<file path="src/rtl/tapa_global_fsm_pkg.sv">
// Shared types and defaults for the TAPA kernel's top-level control FSM.
// The state encoding is fixed so it stays consistent with debug probes and waveforms.
package tapa_global_fsm_pkg;

    typedef enum logic [1:0] {
        ST_IDLE   = 2'b00,
        ST_LAUNCH = 2'b01,
        ST_WAIT   = 2'b11,
        ST_FINISH = 2'b10
    } state_t;

    localparam int DEFAULT_NUM_TASKS = 8;
    localparam int DEFAULT_CNT_W     = 48;

endpackage

</file>
<file path="src/rtl/tapa_global_fsm.sv">
// Global control FSM: bridges the host ap_ctrl_hs handshake to the per-task FSMs,
// latches the kernel scalars for a run and measures the run length in cycles.
module tapa_global_fsm
    import tapa_global_fsm_pkg::*;
#(
    parameter int NUM_TASKS = DEFAULT_NUM_TASKS,
    parameter int CNT_W     = DEFAULT_CNT_W
) (
    input  logic                 ap_clk,
    input  logic                 ap_rst,
    input  logic                 ap_start,
    output logic                 ap_ready,
    output logic                 ap_done,
    output logic                 ap_idle,
    input  logic [63:0]          s_output_mmap_offset,
    input  logic [31:0]          s_seq_len,
    output logic [63:0]          global_fsm_s_output_mmap_offset,
    output logic [31:0]          global_fsm_s_seq_len,
    output logic                 global_fsm_ap_start,
    output logic                 global_fsm_ap_done,
    input  logic [NUM_TASKS-1:0] task_is_done,
    output logic [CNT_W-1:0]     run_cycles,
    output logic [NUM_TASKS-1:0] pending_mask
);

    localparam logic [CNT_W-1:0] CNT_ONE = CNT_W'(1);
    localparam logic [CNT_W-1:0] CNT_MAX = '1;

    state_t                 state_reg;
    state_t                 state_next;
    logic [63:0]            offset_reg;
    logic [31:0]            seq_len_reg;
    logic [CNT_W-1:0]       cnt_reg;
    logic [CNT_W-1:0]       run_cycles_reg;
    logic [NUM_TASKS-1:0]   pending_reg;
    logic                   all_done;

    assign all_done = &task_is_done;

    always_comb begin
        state_next = state_reg;
        case (state_reg)
            ST_IDLE:   if (ap_start) state_next = ST_LAUNCH;
            ST_LAUNCH: state_next = ST_WAIT;
            ST_WAIT:   if (all_done) state_next = ST_FINISH;
            ST_FINISH: state_next = ST_IDLE;
            default:   state_next = ST_IDLE;
        endcase
    end

    always_ff @(posedge ap_clk) begin
        if (ap_rst) begin
            state_reg      <= ST_IDLE;
            offset_reg     <= '0;
            seq_len_reg    <= '0;
            cnt_reg        <= '0;
            run_cycles_reg <= '0;
            pending_reg    <= '0;
        end else begin
            state_reg <= state_next;

            // Scalars are captured only on the launch transition and held for the run.
            if (state_reg == ST_IDLE && ap_start) begin
                offset_reg  <= s_output_mmap_offset;
                seq_len_reg <= s_seq_len;
            end

            case (state_reg)
                ST_LAUNCH: cnt_reg <= '0;
                ST_WAIT:   if (cnt_reg != CNT_MAX) cnt_reg <= cnt_reg + CNT_ONE;
                ST_FINISH: run_cycles_reg <= cnt_reg;
                default:   ;
            endcase

            // Registered snapshot of outstanding tasks; forced to zero outside WAIT.
            pending_reg <= (state_next == ST_WAIT) ? ~task_is_done : '0;
        end
    end

    assign ap_idle             = (state_reg == ST_IDLE);
    assign global_fsm_ap_start = (state_reg == ST_LAUNCH);
    assign global_fsm_ap_done  = (state_reg == ST_FINISH);
    assign ap_done             = (state_reg == ST_FINISH);
    assign ap_ready            = (state_reg == ST_FINISH);

    assign global_fsm_s_output_mmap_offset = offset_reg;
    assign global_fsm_s_seq_len            = seq_len_reg;
    assign run_cycles                      = run_cycles_reg;
    assign pending_mask                    = pending_reg;

endmodule

</file>
<file path="config.mk">
export PLATFORM = sky130hd
export DESIGN_NAME = tapa_global_fsm
export DESIGN_NICKNAME = d
export VERILOG_FILES = /design/src/rtl/tapa_global_fsm_pkg.sv /design/src/rtl/tapa_global_fsm.sv
export SDC_FILE = /design/constraint.sdc
export NUM_CORES = 1
export LEC_CHECK = 0
export CORE_MARGIN = 8
export CORE_UTILIZATION = 32
export DETAILED_ROUTE_END_ITERATION = 10
export DONT_BUFFER_PORTS = 1
export PLACE_DENSITY_LB_ADDON = 0.2
export SLEW_MARGIN = 0
export SYNTH_ARGS = -nofsm -noshare
export SYNTH_HDL_FRONTEND = slang
export SYNTH_SLANG_ARGS = --single-unit
</file>
<file path="constraint.sdc">
create_clock -name ap_clk -period 6.85 [get_ports ap_clk]
set_input_delay 0.3425 -clock ap_clk [delete_from_list [all_inputs] [get_ports ap_clk]]
set_output_delay 0.3425 -clock ap_clk [all_outputs]
set_load 0.01 [all_outputs]
</file>
==> metrics.txt, run 1 <==
# TYPE chip_impl_metric gauge
chip_impl_metric{name="timing.max_slew.rel_slack",unit="%"} 24.9
chip_impl_metric{name="finalCoreUtilization",unit="%"} 40.3
chip_impl_metric{name="yosys-mux-area-fraction",unit="%"} 0.375
chip_impl_metric{name="p_switching",unit="mW"} 0.712
chip_impl_metric{name="synth-compound-area-share",unit="%"} 17.4
chip_impl_metric{name="grt_start_max_net_pins",unit=""} 177
chip_impl_metric{name="timing.critical_path.buf_inv",unit=""} 0
chip_impl_info{name="critPathCaptureType",value="flop"} 1
chip_impl_metric{name="core.rowCount",unit=""} 58
chip_impl_metric{name="synth_cell_types",unit=""} 50
chip_impl_metric{name="int_power",unit="mW"} 2.10
chip_impl_metric{name="arrival",unit="ps"} 3480
chip_impl_metric{name="vias",unit=""} 7524
chip_impl_metric{name="syn-num-nets",unit=""} 1144
chip_impl_metric{name="port_buffers",unit=""} 0
chip_impl_metric{name="drive_above_1_share",unit="%"} 5.12
chip_impl_metric{name="insertion_delay",unit="ps"} 520
chip_impl_metric{name="pin_count",unit=""} 264
chip_impl_info{name="clock_tree_from_tritoncts",value="yes"} 1
chip_impl_metric{name="die_y",unit="um"} 174
chip_impl_metric{name="detail_route.drc_violations",unit=""} 0
chip_impl_metric{name="drt_first_iter_violations",unit=""} 583
chip_impl_info{name="most-common-layout-cells",value="335 x sky130_fd_sc_hd__nand2_1, 202 x sky130_fd_sc_hd__dfxtp_1, 178 x sky130_fd_sc_hd__a21oi_1"} 1
chip_impl_metric{name="share_of_synthesized_cell_area_in_and_or_nand_and_nor_gates",unit="%"} 27.4
chip_impl_metric{name="placed_area",unit="um^2"} 8150
chip_impl_metric{name="syn_avg_cell_area",unit="um^2"} 7.73
chip_impl_metric{name="synthXorXnorAreaFrac",unit="%"} 0
chip_impl_metric{name="synthAdderAreaFrac",unit="%"} 0.156
chip_impl_info{name="cts-root-buf",value="sky130_fd_sc_hd__clkbuf_16"} 1
chip_impl_metric{name="static-leakage-power",unit="nW"} 3.43
chip_impl_info{name="critical_path.cell_chain",value="ha_1 > nand4_1 > nor4_1 > nand4_1 > nand2_1 > nor2_1 > o211a_1"} 1
chip_impl_metric{name="design.core.area",unit="um^2"} 24900
chip_impl_info{name="worstSetupStartpointType",value="flop"} 1
chip_impl_metric{name="via_per_inst",unit=""} 5.21
chip_impl_metric{name="overflow",unit=""} 0
chip_impl_metric{name="drt_wl_total",unit="um"} 26100
chip_impl_metric{name="flip_flop_count_of_the_largest_register_all_copies_and_words_added",unit=""} 64
chip_impl_metric{name="global_route_wire_length_before_repair",unit="um"} 41400
chip_impl_info{name="worstSetupPathType",value="reg -> reg"} 1
chip_impl_metric{name="setup_viol",unit=""} 0
chip_impl_info{name="run_status",value="complete, no violations"} 1
chip_impl_metric{name="critPathMaxStageDelay",unit="ps"} 710
chip_impl_metric{name="clockBufferDepth",unit=""} 3
chip_impl_metric{name="use_met1",unit="%"} 20.7
chip_impl_metric{name="timing.critical_path.fanout_max",unit=""} 17
chip_impl_info{name="layout.cells.most_common",value="sky130_fd_sc_hd__nand2_1"} 1
chip_impl_metric{name="yosysWarnings",unit=""} 0
chip_impl_metric{name="slew_viol_final",unit=""} 0
chip_impl_info{name="cp_top_family",value="simple AND/OR/NAND/NOR gates"} 1
chip_impl_info{name="rsz_0062_raised_after_global_routing",value="false"} 1
chip_impl_metric{name="grt_util_met2",unit="%"} 26.5
chip_impl_metric{name="power.share.combinational",unit="%"} 8.1
chip_impl_metric{name="worstMarginPinSlew",unit="ps"} 1120
chip_impl_metric{name="timing.setup.tns",unit="ps"} 0
chip_impl_metric{name="worstPathRequired",unit="ps"} 7260
chip_impl_metric{name="netSwitchingFraction",unit="%"} 25.3
chip_impl_info{name="grt-busiest-layer",value="met2"} 1
chip_impl_info{name="synth_top_family_by_area",value="simple AND/OR/NAND/NOR gates"} 1
chip_impl_metric{name="yosys_register_bits",unit=""} 202
chip_impl_metric{name="nNetsFinal",unit=""} 1202
chip_impl_metric{name="final_instance_area",unit="um^2"} 10000
chip_impl_metric{name="routabilityCongestion",unit=""} 0.815
chip_impl_metric{name="finalCriticalPeriod",unit="ps"} 3070
chip_impl_metric{name="grt_antenna_before_repair",unit=""} 0
chip_impl_metric{name="gr-usage-met3",unit="%"} 4.88
chip_impl_metric{name="fin_skew",unit="ps"} 10.9
chip_impl_metric{name="seq_power_share",unit="%"} 45.5
chip_impl_metric{name="drt.antenna.violating_nets",unit=""} 0
chip_impl_metric{name="max-cap-violations",unit=""} 0
chip_impl_metric{name="track_usage",unit="%"} 16.3
chip_impl_info{name="worst_r2r_startpoint",value="cnt_reg[0]"} 1
chip_impl_metric{name="via_count_of_the_first_global_routing_pass",unit=""} 7187
chip_impl_metric{name="detailedRoute.firstPassIterationCount",unit=""} 5
chip_impl_metric{name="synthesis.instances",unit=""} 1036
chip_impl_metric{name="hold_violation_total_from_the_final_report",unit=""} 0
chip_impl_metric{name="numCtsBuffers",unit=""} 25
chip_impl_metric{name="hpwlAfterDp",unit="um"} 16700
chip_impl_metric{name="clock_sinks",unit=""} 202
chip_impl_metric{name="fmax",unit="MHz"} 326
chip_impl_metric{name="die_footprint",unit="um^2"} 30300
chip_impl_metric{name="floorplan.initialDensity",unit="%"} 32.2
chip_impl_info{name="hp-start",value="s_seq_len[31]"} 1
chip_impl_info{name="worst_setup_path_startpoint",value="cnt_reg[0]"} 1
chip_impl_info{name="cpMaxStageDelayCell",value="sky130_fd_sc_hd__nand2_1"} 1
chip_impl_metric{name="clockPowerShare",unit="%"} 46.4
chip_impl_metric{name="n_antenna_cell",unit=""} 0
chip_impl_metric{name="dieWidth",unit="um"} 174
chip_impl_metric{name="cts-htree-levels",unit=""} 1
chip_impl_metric{name="synth.cell_area",unit="um^2"} 8010
chip_impl_metric{name="hold-worst-slack",unit="ps"} 11.0
chip_impl_metric{name="area_delta_synth_final",unit="%"} 25.3
chip_impl_info{name="crit_top_cell",value="sky130_fd_sc_hd__nand4_1"} 1
chip_impl_metric{name="power_density",unit="nW/um^2"} 280
chip_impl_info{name="worst_hold_path_type",value="in -> reg"} 1
chip_impl_metric{name="routedWlPerCell",unit="um"} 18.1
chip_impl_metric{name="max-vdd-ir-drop",unit="mV"} 0.171
chip_impl_metric{name="ys_seq_area_share",unit="%"} 50.5
chip_impl_metric{name="layout_worst_path_cycle_share",unit="%"} 44.8
chip_impl_metric{name="clock_slew_seen_by_the_registers_of_the_worst_setup_and_hold_paths",unit="ps"} 50
[synthesized netlist by cell type, drive strengths merged]
| cell | n | share of area (%) |
|---|---|---|
| a211oi | 1 | 0.094 |
| a21o | 3 | 0.28 |
| a21oi | 178 | 11 |
| a22oi | 1 | 0.094 |
| a2bb2oi | 1 | 0.11 |
| a311oi | 6 | 0.66 |
| a31o | 2 | 0.22 |
| a31oi | 11 | 0.86 |
| a32o | 3 | 0.38 |
| a41o | 1 | 0.13 |
| a41oi | 2 | 0.22 |
| and2 | 6 | 0.47 |
| and3 | 11 | 0.86 |
| and4 | 4 | 0.44 |
| buf | 10 | 0.67 |
| clkbuf | 67 | 3.1 |
| clkinv | 1 | 0.047 |
| dfxtp | 202 | 51 |
| ha | 1 | 0.16 |
| inv | 7 | 0.33 |
| mux2i | 3 | 0.38 |
| nand2 | 337 | 16 |
| nand3 | 25 | 1.6 |
| nand3b | 2 | 0.19 |
| nand4 | 25 | 2.1 |
| nand4b | 5 | 0.55 |
| nor2 | 36 | 1.7 |
| nor3 | 18 | 1.3 |
| nor4 | 6 | 0.66 |
| o211a | 1 | 0.13 |
| o211ai | 4 | 0.38 |
| o21a | 2 | 0.19 |
| o21ai | 24 | 1.5 |
| o221a | 1 | 0.14 |
| o31a | 1 | 0.11 |
| o31ai | 5 | 0.47 |
| o32ai | 1 | 0.11 |
| o41ai | 2 | 0.22 |
| or2 | 2 | 0.16 |
| or3 | 12 | 0.94 |
| or4 | 6 | 0.61 |
[routing by layer]
| metal | wire length [um] | part of all wire (%) |
|---|---|---|
| met5 | 0 | 0 |
| met4 | 567 | 2.2 |
| met3 | 2250 | 8.6 |
| met2 | 12300 | 47 |
| met1 | 11000 | 42 |
[power groups by stage]
stage / Combinational, mW / Clock [mW] / Sequential, mW
after floorplan: 0.143 / 0 / 1.29
after global placement: 0.159 / 0 / 1.31
after detailed placement: 0.162 / 0 / 1.31
after CTS: 0.230 / 1.35 / 1.28
final: 0.228 / 1.30 / 1.28
after global routing: 0.257 / 1.41 / 1.29
[cell type report]
cell class | count | area [um^2]
fillers | 2562 | 14900
inverters | 8 | 30.0
repair buffers | 108 | 1090
well taps | 330 | 413
multi-input cells | 749 | 3630
clock buffers | 37 | 711
flip-flops and latches | 202 | 4040
clock inverters | 9 | 113
[what timing repair did]
item | in CTS | in global routing
hold buffers | 104 | 0
setup buffers | 0 | 0
resized for setup | 0 | 0
hold endpoints to repair | 184 | 0
[final timing paths]
kind / to / slack, ps / cells past startpoint
worst max register to register: cnt_reg[8] / 3780 / 7
worst max-delay path: cnt_reg[8] / 3780 / 7
worst min register to register: run_cycles[39] / 480 / 2
worst min-delay path: global_fsm_s_seq_len[31] / 10 / 2
[stage by stage]
| step | setup WS, ps | power [mW] | instances |
|---|---|---|---|
| detailed placement | 3770 | 1.47 | 1293 |
| global route | 3520 | 2.95 | 1443 |
| global placement | 3870 | 1.47 | 1293 |
| finish | 3780 | 2.81 | 1443 |
| CTS | 3740 | 2.86 | 1443 |
| floorplan | 4400 | 1.43 | 1036 |
[logic make-up (layout without fill, tap and decap cells)]
kind of cell | count (synthesis) | in the layout
simple gates | 495 | 495
compound gates | 250 | 250
flops | 202 | 202
buf+inv | 85 | 162
mux | 3 | 3
fa+ha+maj | 1 | 1
Power figures use the tool's default switching activity.
==> inputs of run 2 (changes only) <==
==> constraint.sdc (replaced) <==
create_clock -name ap_clk -period 2.8 [get_ports ap_clk]
set_input_delay 0.14 -clock ap_clk [delete_from_list [all_inputs] [get_ports ap_clk]]
set_output_delay 0.14 -clock ap_clk [all_outputs]
set_load 0.01 [all_outputs]
==> run 2 against run 1 <==
Against the previous run: sequential share of layout area decreased by 1.4 points; worst hold slack gained 73 ps; register-to-register slack got worse by 3500 ps; combinational power increased to 2.6 times the previous value; clock power increased by 150%; final cell count is 2.4% higher; first-iteration DRC count shrank 13%; sequential power is 140% higher; non-clock buffer count grew 37; clock-buffer cell count is 4 lower; largest cell class unchanged; highest routed layer unchanged.
==> metrics.txt, run 2 (synthesis gave the netlist of run 1 again) <==
# TYPE chip_impl_metric gauge
chip_impl_metric{name="design.core.area",unit="um^2"} 24900
chip_impl_metric{name="cts-htree-levels",unit=""} 1
chip_impl_metric{name="setup_viol",unit=""} 0
chip_impl_metric{name="timing.setup.tns",unit="ps"} 0
chip_impl_metric{name="timing.critical_path.buf_inv",unit=""} 2
chip_impl_info{name="run_status",value="complete, no violations"} 1
chip_impl_info{name="cp_top_family",value="buffers and inverters"} 1
chip_impl_metric{name="insertion_delay",unit="ps"} 510
chip_impl_metric{name="clockBufferDepth",unit=""} 3
chip_impl_metric{name="setup_slack_at_placement",unit="ps"} 344
chip_impl_metric{name="numCtsBuffers",unit=""} 24
chip_impl_metric{name="via_count_of_the_first_global_routing_pass",unit=""} 7304
chip_impl_metric{name="hpwlAfterDp",unit="um"} 17100
chip_impl_metric{name="core.rowCount",unit=""} 58
chip_impl_metric{name="drt.antenna.violating_nets",unit=""} 0
chip_impl_info{name="clock_tree_from_tritoncts",value="yes"} 1
chip_impl_metric{name="clock_slew_seen_by_the_registers_of_the_worst_setup_and_hold_paths",unit="ps"} 60
chip_impl_metric{name="max-cap-violations",unit=""} 0
chip_impl_metric{name="detailedRoute.firstPassIterationCount",unit=""} 5
chip_impl_metric{name="finalCriticalPeriod",unit="ps"} 2520
chip_impl_metric{name="pin_count",unit=""} 264
chip_impl_metric{name="fmax",unit="MHz"} 397
chip_impl_metric{name="nNetsFinal",unit=""} 1238
chip_impl_info{name="worstSetupStartpointType",value="flop"} 1
chip_impl_metric{name="timing.reg2reg.setup_slack",unit="ps"} 280
chip_impl_metric{name="via_per_inst",unit=""} 5.15
chip_impl_metric{name="drt_first_iter_violations",unit=""} 506
chip_impl_metric{name="flip_flop_count_of_the_largest_register_all_copies_and_words_added",unit=""} 64
chip_impl_info{name="critPathCaptureType",value="output pin"} 1
chip_impl_metric{name="critPathMaxStageDelay",unit="ps"} 780
chip_impl_info{name="worstSetupPathType",value="reg -> out"} 1
chip_impl_metric{name="drive_above_1_share",unit="%"} 7.93
chip_impl_metric{name="die_y",unit="um"} 174
chip_impl_metric{name="post_layout_cell_count",unit=""} 1478
chip_impl_metric{name="routabilityCongestion",unit=""} 0.846
chip_impl_metric{name="detail_route.drc_violations",unit=""} 0
chip_impl_metric{name="overflow",unit=""} 0
chip_impl_metric{name="slew_viol_final",unit=""} 0
chip_impl_metric{name="worstPathRequired",unit="ps"} 2660
chip_impl_metric{name="area_delta_synth_final",unit="%"} 29.8
chip_impl_info{name="layout.cells.most_common",value="sky130_fd_sc_hd__nand2_1"} 1
chip_impl_metric{name="static-leakage-power",unit="nW"} 3.72
chip_impl_metric{name="worstMarginPinSlew",unit="ps"} 886
chip_impl_metric{name="timing.max_slew.rel_slack",unit="%"} 40.9
chip_impl_info{name="rsz_0062_raised_after_global_routing",value="false"} 1
chip_impl_metric{name="track_usage",unit="%"} 16.4
chip_impl_metric{name="arrival",unit="ps"} 2380
chip_impl_metric{name="number_of_placed_instances_taps_included",unit=""} 1321
chip_impl_metric{name="global_route_wire_length_before_repair",unit="um"} 41400
chip_impl_metric{name="timing.critical_path.fanout_max",unit=""} 50
chip_impl_metric{name="layout_worst_path_cycle_share",unit="%"} 90.0
chip_impl_metric{name="clock_sinks",unit=""} 202
chip_impl_metric{name="vias",unit=""} 7611
chip_impl_metric{name="dieWidth",unit="um"} 174
chip_impl_metric{name="hold_violation_total_from_the_final_report",unit=""} 0
chip_impl_metric{name="power_density",unit="nW/um^2"} 669
chip_impl_metric{name="routedWlPerCell",unit="um"} 17.9
chip_impl_metric{name="layout_setup_ws",unit="ps"} 280
chip_impl_info{name="most-common-layout-cells",value="335 x sky130_fd_sc_hd__nand2_1, 202 x sky130_fd_sc_hd__dfxtp_1, 178 x sky130_fd_sc_hd__a21oi_1"} 1
chip_impl_metric{name="grt_start_max_net_pins",unit=""} 153
chip_impl_metric{name="floorplan.initialDensity",unit="%"} 32.2
chip_impl_metric{name="drt_wl_total",unit="um"} 26400
chip_impl_metric{name="n_antenna_cell",unit=""} 0
chip_impl_metric{name="hold-worst-slack",unit="ps"} 83.8
chip_impl_info{name="cpMaxStageDelayCell",value="sky130_fd_sc_hd__dfxtp_1"} 1
chip_impl_metric{name="post-cts-setup-buffer-count",unit=""} 0
chip_impl_metric{name="fin_skew",unit="ps"} 10.4
chip_impl_metric{name="grt_antenna_before_repair",unit=""} 0
chip_impl_info{name="cts-root-buf",value="sky130_fd_sc_hd__clkbuf_16"} 1
chip_impl_metric{name="port_buffers",unit=""} 0
chip_impl_info{name="critical_path.cell_chain",value="nand2_2 > inv_2 > buf_4"} 1
chip_impl_metric{name="max-vdd-ir-drop",unit="mV"} 0.423
chip_impl_info{name="worst_hold_path_type",value="in -> reg"} 1
chip_impl_metric{name="die_footprint",unit="um^2"} 30300
run 2: worst register-to-register path, delay by kind of cell (launching register included):
kind	cells	cell delay [ps]
compound gates	1	130
buf+inv	2	820
flops	1	540
simple gates	3	970
run 2: metrics by stage:
| step | utilization, % | cell area [um^2] | power, mW |
|---|---|---|---|
| after floorplan | - | 8010 | 3.50 |
| after global placement | 33.7 | 8400 | 3.62 |
| after detailed placement | 33.7 | 8400 | 3.63 |
| after CTS | 41.7 | 10400 | 7.07 |
| after global routing | 41.8 | 10400 | 7.27 |
| final | 41.8 | 10400 | 6.96 |
run 2: final cells by class:
type                    count  area [um^2]
well taps                 330          413
inverters                   8         30.0
clock buffers              33          726
repair buffers            145         1430
flip-flops and latches    202         4040
fillers                  2481        14500
multi-input cells         749         3640
clock inverters            11          119
run 2: metal layers:
metal	GRT usage, %	vias to the layer above	share of wire (%)
met5	0	-	0
met4	5.91	0	3.6
met3	4.79	60	8.0
met2	26.7	269	47
met1	20.2	3535	41
li1	-	3747	-
run 2: path summary, 6_finish.rpt:
check	startpoint	endpoint	cells past startpoint
worst max-delay path	state_reg[1]	global_fsm_ap_done	3
worst min-delay path	ap_rst	cnt_reg[8]	2
worst max register to register	state_reg[1]	global_fsm_s_seq_len[31]	6
worst min register to register	run_cycles[41]	run_cycles[41]	2
run 2: where the power goes:
part           total, mW  internal [mW]  switching, mW
logic              0.601          0.245          0.357
registers           3.13           2.99          0.144
clock network       3.22           2.00           1.23
run 2: timing repair:
| item | 4_1_cts | 5_1_grt |
|---|---|---|
| hold buffers | 113 | 0 |
| hold endpoints to repair | 198 | 0 |
| resized for setup | 0 | 1 |
| setup endpoints to repair | 0 | 4 |
